==> src/rtl/seq_detector_pkg.sv <==
// Shared types and constants for the 1011 serial pattern detector.
package seq_detector_pkg;

  localparam int unsigned ST_W = 3;

  typedef enum logic [ST_W-1:0] {
    S0 = 3'd0,
    S1 = 3'd1,
    S2 = 3'd2,
    S3 = 3'd3,
    S4 = 3'd4
  } state_t;

  localparam logic [3:0] PATTERN = 4'b1011;

endpackage

==> src/rtl/sat_counter.sv <==
// Saturating up-counter with synchronous clear; holds at all-ones.
module sat_counter #(
  parameter int unsigned CNT_W = 8
) (
  input  logic             clock,
  input  logic             reset_n,
  input  logic             clear,
  input  logic             inc,
  output logic [CNT_W-1:0] count
);

  localparam logic [CNT_W-1:0] CNT_MAX = '1;

  logic [CNT_W-1:0] count_q;
  logic [CNT_W-1:0] count_d;

  always_comb begin
    count_d = count_q;
    if (clear) begin
      count_d = '0;
    end else if (inc && (count_q != CNT_MAX)) begin
      count_d = count_q + CNT_W'(1);
    end
  end

  always_ff @(posedge clock or negedge reset_n) begin
    if (!reset_n) begin
      count_q <= '0;
    end else begin
      count_q <= count_d;
    end
  end

  assign count = count_q;

endmodule

==> src/rtl/seq_detector.sv <==
// Moore detector for serial pattern 1011 with registered detect pulse and match counter.
// Define SEQDET_OVERLAP_EN to let the trailing '1' of a match seed the next match.
module seq_detector
  import seq_detector_pkg::*;
#(
  parameter int unsigned CNT_W = 8
) (
  input  logic             clock,
  input  logic             reset_n,
  input  logic             bit_valid,
  input  logic             bit_in,
  input  logic             clear,
  output logic             detect,
  output logic [CNT_W-1:0] match_count,
  output logic [ST_W-1:0]  state
);

  state_t state_q;
  state_t state_d;
  logic   detect_q;
  logic   detect_d;

  // Next-state and detect: clear wins over any valid bit, including a completing one.
  always_comb begin
    state_d  = state_q;
    detect_d = 1'b0;
    if (clear) begin
      state_d = S0;
    end else if (bit_valid) begin
      case (state_q)
        S0: state_d = bit_in ? S1 : S0;
        S1: state_d = bit_in ? S1 : S2;
        S2: state_d = bit_in ? S3 : S0;
        S3: state_d = bit_in ? S4 : S2;
`ifdef SEQDET_OVERLAP_EN
        S4: state_d = bit_in ? S1 : S2;
`else
        S4: state_d = bit_in ? S1 : S0;
`endif
        default: state_d = S0;
      endcase
      detect_d = (state_d == S4);
    end
  end

  always_ff @(posedge clock or negedge reset_n) begin
    if (!reset_n) begin
      state_q  <= S0;
      detect_q <= 1'b0;
    end else begin
      state_q  <= state_d;
      detect_q <= detect_d;
    end
  end

  sat_counter #(
    .CNT_W(CNT_W)
  ) u_cnt (
    .clock  (clock),
    .reset_n(reset_n),
    .clear  (clear),
    .inc    (detect_d),
    .count  (match_count)
  );

  assign detect = detect_q;
  assign state  = state_q;

endmodule
==> config.mk <==
export PLATFORM = sky130hd
export DESIGN_NAME = seq_detector
export DESIGN_NICKNAME = d
export VERILOG_FILES = /design/src/rtl/seq_detector_pkg.sv /design/src/rtl/sat_counter.sv /design/src/rtl/seq_detector.sv
export SDC_FILE = /design/constraint.sdc
export NUM_CORES = 1
export LEC_CHECK = 0
export ABC_AREA = 1
export CAP_MARGIN = 20
export CORE_MARGIN = 3
export CORE_UTILIZATION = 47
export DETAILED_ROUTE_END_ITERATION = 16
export GPL_ROUTABILITY_DRIVEN = 0
export PLACE_DENSITY = 0.74
export SETUP_SLACK_MARGIN = 0.05
export SLEW_MARGIN = 20
export SYNTH_ARGS = -nofsm -noshare
export SYNTH_HDL_FRONTEND = slang
export SYNTH_SLANG_ARGS = --single-unit
==> constraint.sdc <==
create_clock -name clock -period 1.5 [get_ports clock]
set_input_delay 0.3 -clock clock [delete_from_list [all_inputs] [get_ports clock]]
set_output_delay 0.3 -clock clock [all_outputs]
set_load 0.01 [all_outputs]
After elaboration in Yosys (flattened, before gate mapping). Index checks and enable logic that the tools add are counted.

Bits in registers: 12. Output and inout port bits: 12. Word-level logic and storage cells: 28.

Add/subtract/negate cells: 1. Eq/ne operators: 6. Muxes and demuxes: 13. Reduce and logical (&&, ||, !) cells: 5.

Operator list (number): 2-to-1 mux 8 bit (2); 2-to-1 mux 3 bit (5); case mux 3 bit (4 select lines) (1); adder 8 x 1 -> 8 bit (second input constant) (1); != test 8 bit (second input constant) (1); equality test 3 x 2 -> 1 bit (second input constant) (2); equality test 3 bit (second input constant) (2); 2-to-1 mux 2 bit (2); nonzero test 2 bit (2); equality test 3 x 1 -> 1 bit (second input constant) (1); logical NOT 3 bit (1); 2-to-1 mux 1 bit (3); OR reduction 2 bit (1); logical AND 1 bit (1).

Logic depth before layout (Yosys ltp).
Depth in word-level cells: 11. Mapped depth: 8. Depth with buffers taken out: 8.

Cells and area by module. From an unflattened synthesis, not the netlist that was laid out.

Cell total of the unflattened synthesis: 104. Area total of the unflattened synthesis: 724.4 µm².

By module, submodules not included: sat_counter (times used 1, cells each 74, area an instance 511.7 µm²); seq_detector (times used 1, cells each 30, area an instance 212.7 µm²).

Worst setup path after synthesis. OpenSTA, ideal clock, no wires.

Kind: reg2reg. Start point: reg u_cnt.count_q[1], in the netlist u_cnt.count[1]. End point: reg u_cnt.count_q[6], in the netlist u_cnt.count[6]. Library setup time: 0.065 ns. Data arrival time: 1.219 ns. Required time: 1.435 ns. Slack: 0.216 ns. Cell stages (with the launch flop): 8. Buffers on the path: 0. Clock period less this slack: 1.284 ns. Cell sequence: dfrtp_1 ha_1 nand3_1 nor2_2 nor2_4 nor2_4 nand2_1 nand2_1.

Word-level cells in the longest chain between the ends: 3. Elaborated cells between the ends (all ways): 6. Classes of those cells: 1 x add/sub; 1 x eq/ne; 2 x mux; 2 x reduce/logical.

Ends and longest elaborated chain: from (decl) (line sat_counter.sv:14) `logic [CNT_W-1:0] count_q;`; from (signal assigned) (line sat_counter.sv:30) `count_q <= count_d;`; adder 8 x 1 -> 8 bit / != test 8 bit (equally long branches) (line sat_counter.sv:22, sat_counter.sv:21); 2-to-1 mux 8 bit / logical AND 1 bit (equally long branches) (line sat_counter.sv:21) `end else if (inc && (count_q != CNT_MAX)) begin`; 2-to-1 mux 8 bit / nonzero test 2 bit (equally long branches).

Several ways; a longest one is shown, not always the timed one. The select of a mux whose other input is x is not followed. A chain may end at the register's enable or synchronous reset.

Worst setup path after layout.
Start point: reg u_cnt.count_q[3], in the netlist u_cnt.count[3]. End point: out match_count[3].

RTL lines: to (decl) (line seq_detector.sv:14) `output logic [CNT_W-1:0] match_count,`.

No word-level cell between the ends.

==> summary.txt <==
Sw Ratio: 21.8%
Setup ws final: 181 ps
Crit path from: u_cnt.count[3]
PwrDens: 638 nW/um2
DR vias: 716
Grt total ovfl: 0
CP max stage delay: 450 ps
Clk sinks: 12
DR pass1 iterations: 4
Worst skew pair latency: 260 ps
Unrepaired setup endpoints after global routing: no
Dpl cell area: 908 um2
CP delay by family, top: flip-flops
Library cells used by synthesis: 17
Post-route cell area: 1010 um2
Hold/Removal Path Class: in2async
Yosys reg bits: 12
Internal power: 0.000503 W
Cells along the critical path: dlygate4sd2_1
Max VDD drop: 484 uV
Cts bufs inserted: 3
Mapped Avg Cell Area: 7.36 um2
Routed Antenna Nets: 0
Net Count, Synth: 100
Largest net degree at the start of global routing: 13
Post-layout min period: 1320 ps
Initial antenna violation count: 0
Clock power share: 39.6%
Worst EP required: 1200 ps
Switching power: 0.000140 W
Clk slew on worst S/H paths: 80 ps
Syn Inst Count: 94
# nets final: 135
# diodes: 0
Syn-to-layout area delta: 45.8%
DRC Markers: 0
Layout cell share with drive strength beyond 1: 24.2%
Die span in x: 44.4 um
Fmax: 758 MHz
Combinational fraction of design power: 9.6%
Finish-stage setup viols: 0
Worst Path Max Fanout: 6
Maximum buffer depth of the clock tree: 2
I/O pin cnt: 17
Initial DRC Count: 25
Slowest-stage cell, CP: dfrtp_2
Number of global-route vias before repair: 634
DPL Wire Length: 1160 um
Clk Tree Root Cell: clkbuf_4
Die H: 44.4 um
R2R Path Start: u_cnt.count[0]
Tcrit/Tclk final: 87.9%
Hold buffers post-CTS: 0
Final Hold Vio Count: 0
Nature of the critical path endpoint: output port
Outcome: complete, no violations
Final Max Slew Viols: 0
Worst Setup Start Kind: register
WS Path Type: reg2out
Finished Core Util: 75.6%
Setup TNS: 0 ps
IO buf count: 16
Flop pwr share: 50.8%
Avg WL per Cell: 11.2 um
Part of the Yosys area used for sequential elements: 43.4%
Starting Density: 51.9%
First-pass GRT wire length: 2720 um
Clock skew: 2.14 ps
Pre-CTS setup slack: -75.5 ps
Routed Wire Length: 1600 um
Num rows: 13
DIE AREA: 1970 um2
Leak: 0.570 nW
H-tree levels: 1
Post-synthesis instance area: 692 um2
Core Area: 1330 um2
Max-cap violations: 0
Total GRT Usage: 18.5%
Synth warnings: 0
Worst Path Arrival: 1020 ps
CP bufs+invs: 1
Slew @ Worst Pin: 212 ps
Worst hold margin: 322 ps
DR vias/cell: 5.01
Slew margin rel.: 85.8%
CTS tree: built
==> cell families (layout without fill, tap and decap cells) <==
kind of cell	Yosys count	count (layout)	synth area share [%]
flops	12	12	43.4
buf+inv	11	45	5.97
xor+xnor	3	3	3.80
fa+ha+maj	1	1	1.81
simple gates	60	60	39.4
compound gates	7	7	5.61
==> worst paths after layout <==
check                                  to  slack [ps]  cells past startpoint
setup / recovery           match_count[3]         180                      1
hold / removal             u_cnt.count[2]         320                      2
setup reg to reg           u_cnt.count[6]         180                      7
hold reg to reg            u_cnt.count[2]         570                      2
max in group asynchronous        state[0]        1010                      2
min in group clock         u_cnt.count[2]         570                      2
==> what timing repair did <==
action                                  CTS  global route
endpoints found under the setup margin   11             9
setup buffers                             7             2
resized for setup                        15             2
==> worst register-to-register path, cell delays in order (launching register included) <==
cell and delay, ps:
dfrtp_1 380, ha_2 210, nand3_1 130, nor2_2 170
nor2_4 80, nor2_4 150, nand2_1 80, nand2_1 70
==> through the flow <==
stage | total power, W | cells
finish | 0.000644 | 143
CTS | 0.000650 | 141
detailed placement | 0.000393 | 130
floorplan | 0.000354 | 94
global placement | 0.000392 | 130
global route | 0.000678 | 143
==> registers in the layout, indices dropped and copies added, names as in the netlist <==
register and count:
u_cnt.count 8, detect 1, state 3
==> layout make-up <==
cell class                 instances  area, um2
multi-input combinational         71        353
clock buffer                       4       36.3
timing repair buffer              30        254
inverter                          11       41.3
sequential                        12        305
tap                               15       18.8
fill                             113        325
==> power by group through the flow <==
stage | Clock, W | Combinational (W) | Sequential (W)
2_1_floorplan | 0 | 0.0000171 | 0.000336
3_3_place_gp | 0 | 0.0000564 | 0.000336
3_5_place_dp | 0 | 0.0000576 | 0.000336
4_1_cts | 0.000261 | 0.0000623 | 0.000327
5_1_grt | 0.000283 | 0.0000683 | 0.000327
6_report | 0.000255 | 0.0000616 | 0.000327
==> cells in the final DEF (no fill, tap or decap) <==
master           synthesis  final
dfrtp_2                  0      4
nand4_1                  2      2
nand2_2                  2      2
clkdlybuf4s50_1          0      4
nand3_1                  9      9
buf_4                    0     14
ha_2                     0      1
o21ai_0                  4      4
nor2_2                   2      2
dlymetal6s2s_1           0      1
or2_2                    2      2
nor3_1                   1      1
dfrtp_1                 12      8
nor2_1                   9      9
o21ai_1                  1      1
o22ai_1                  1      1
dlygate4sd2_1            0     11
nor2_4                   2      2
clkbuf_4                 0      3
o21bai_1                 1      1
nand2_1                 31     31
xor2_1                   3      3
inv_1                   11     11
clkbuf_8                 0      1
==> Yosys cell counts (all sizes together) <==
cell | number | area (um2)
nand2 | 33 | 129
nor2 | 13 | 68.8
dfrtp | 12 | 300
inv | 11 | 41.3
nand3 | 9 | 45.0
o21ai | 5 | 25.0
xor2 | 3 | 26.3
nand4 | 2 | 12.5
or2 | 2 | 12.5
ha | 1 | 12.5
nor3 | 1 | 5.00
o21bai | 1 | 7.51
o22ai | 1 | 6.26
==> metal layers <==
metal  wire length [um]  track usage, %  part of all wire [%]
met4                  0            3.61                     0
met3                 55            3.66                   3.4
met2                757            28.5                    47
met5                  0               0                     0
met1                788            26.8                    49
(Power assumes the default switching activity.)
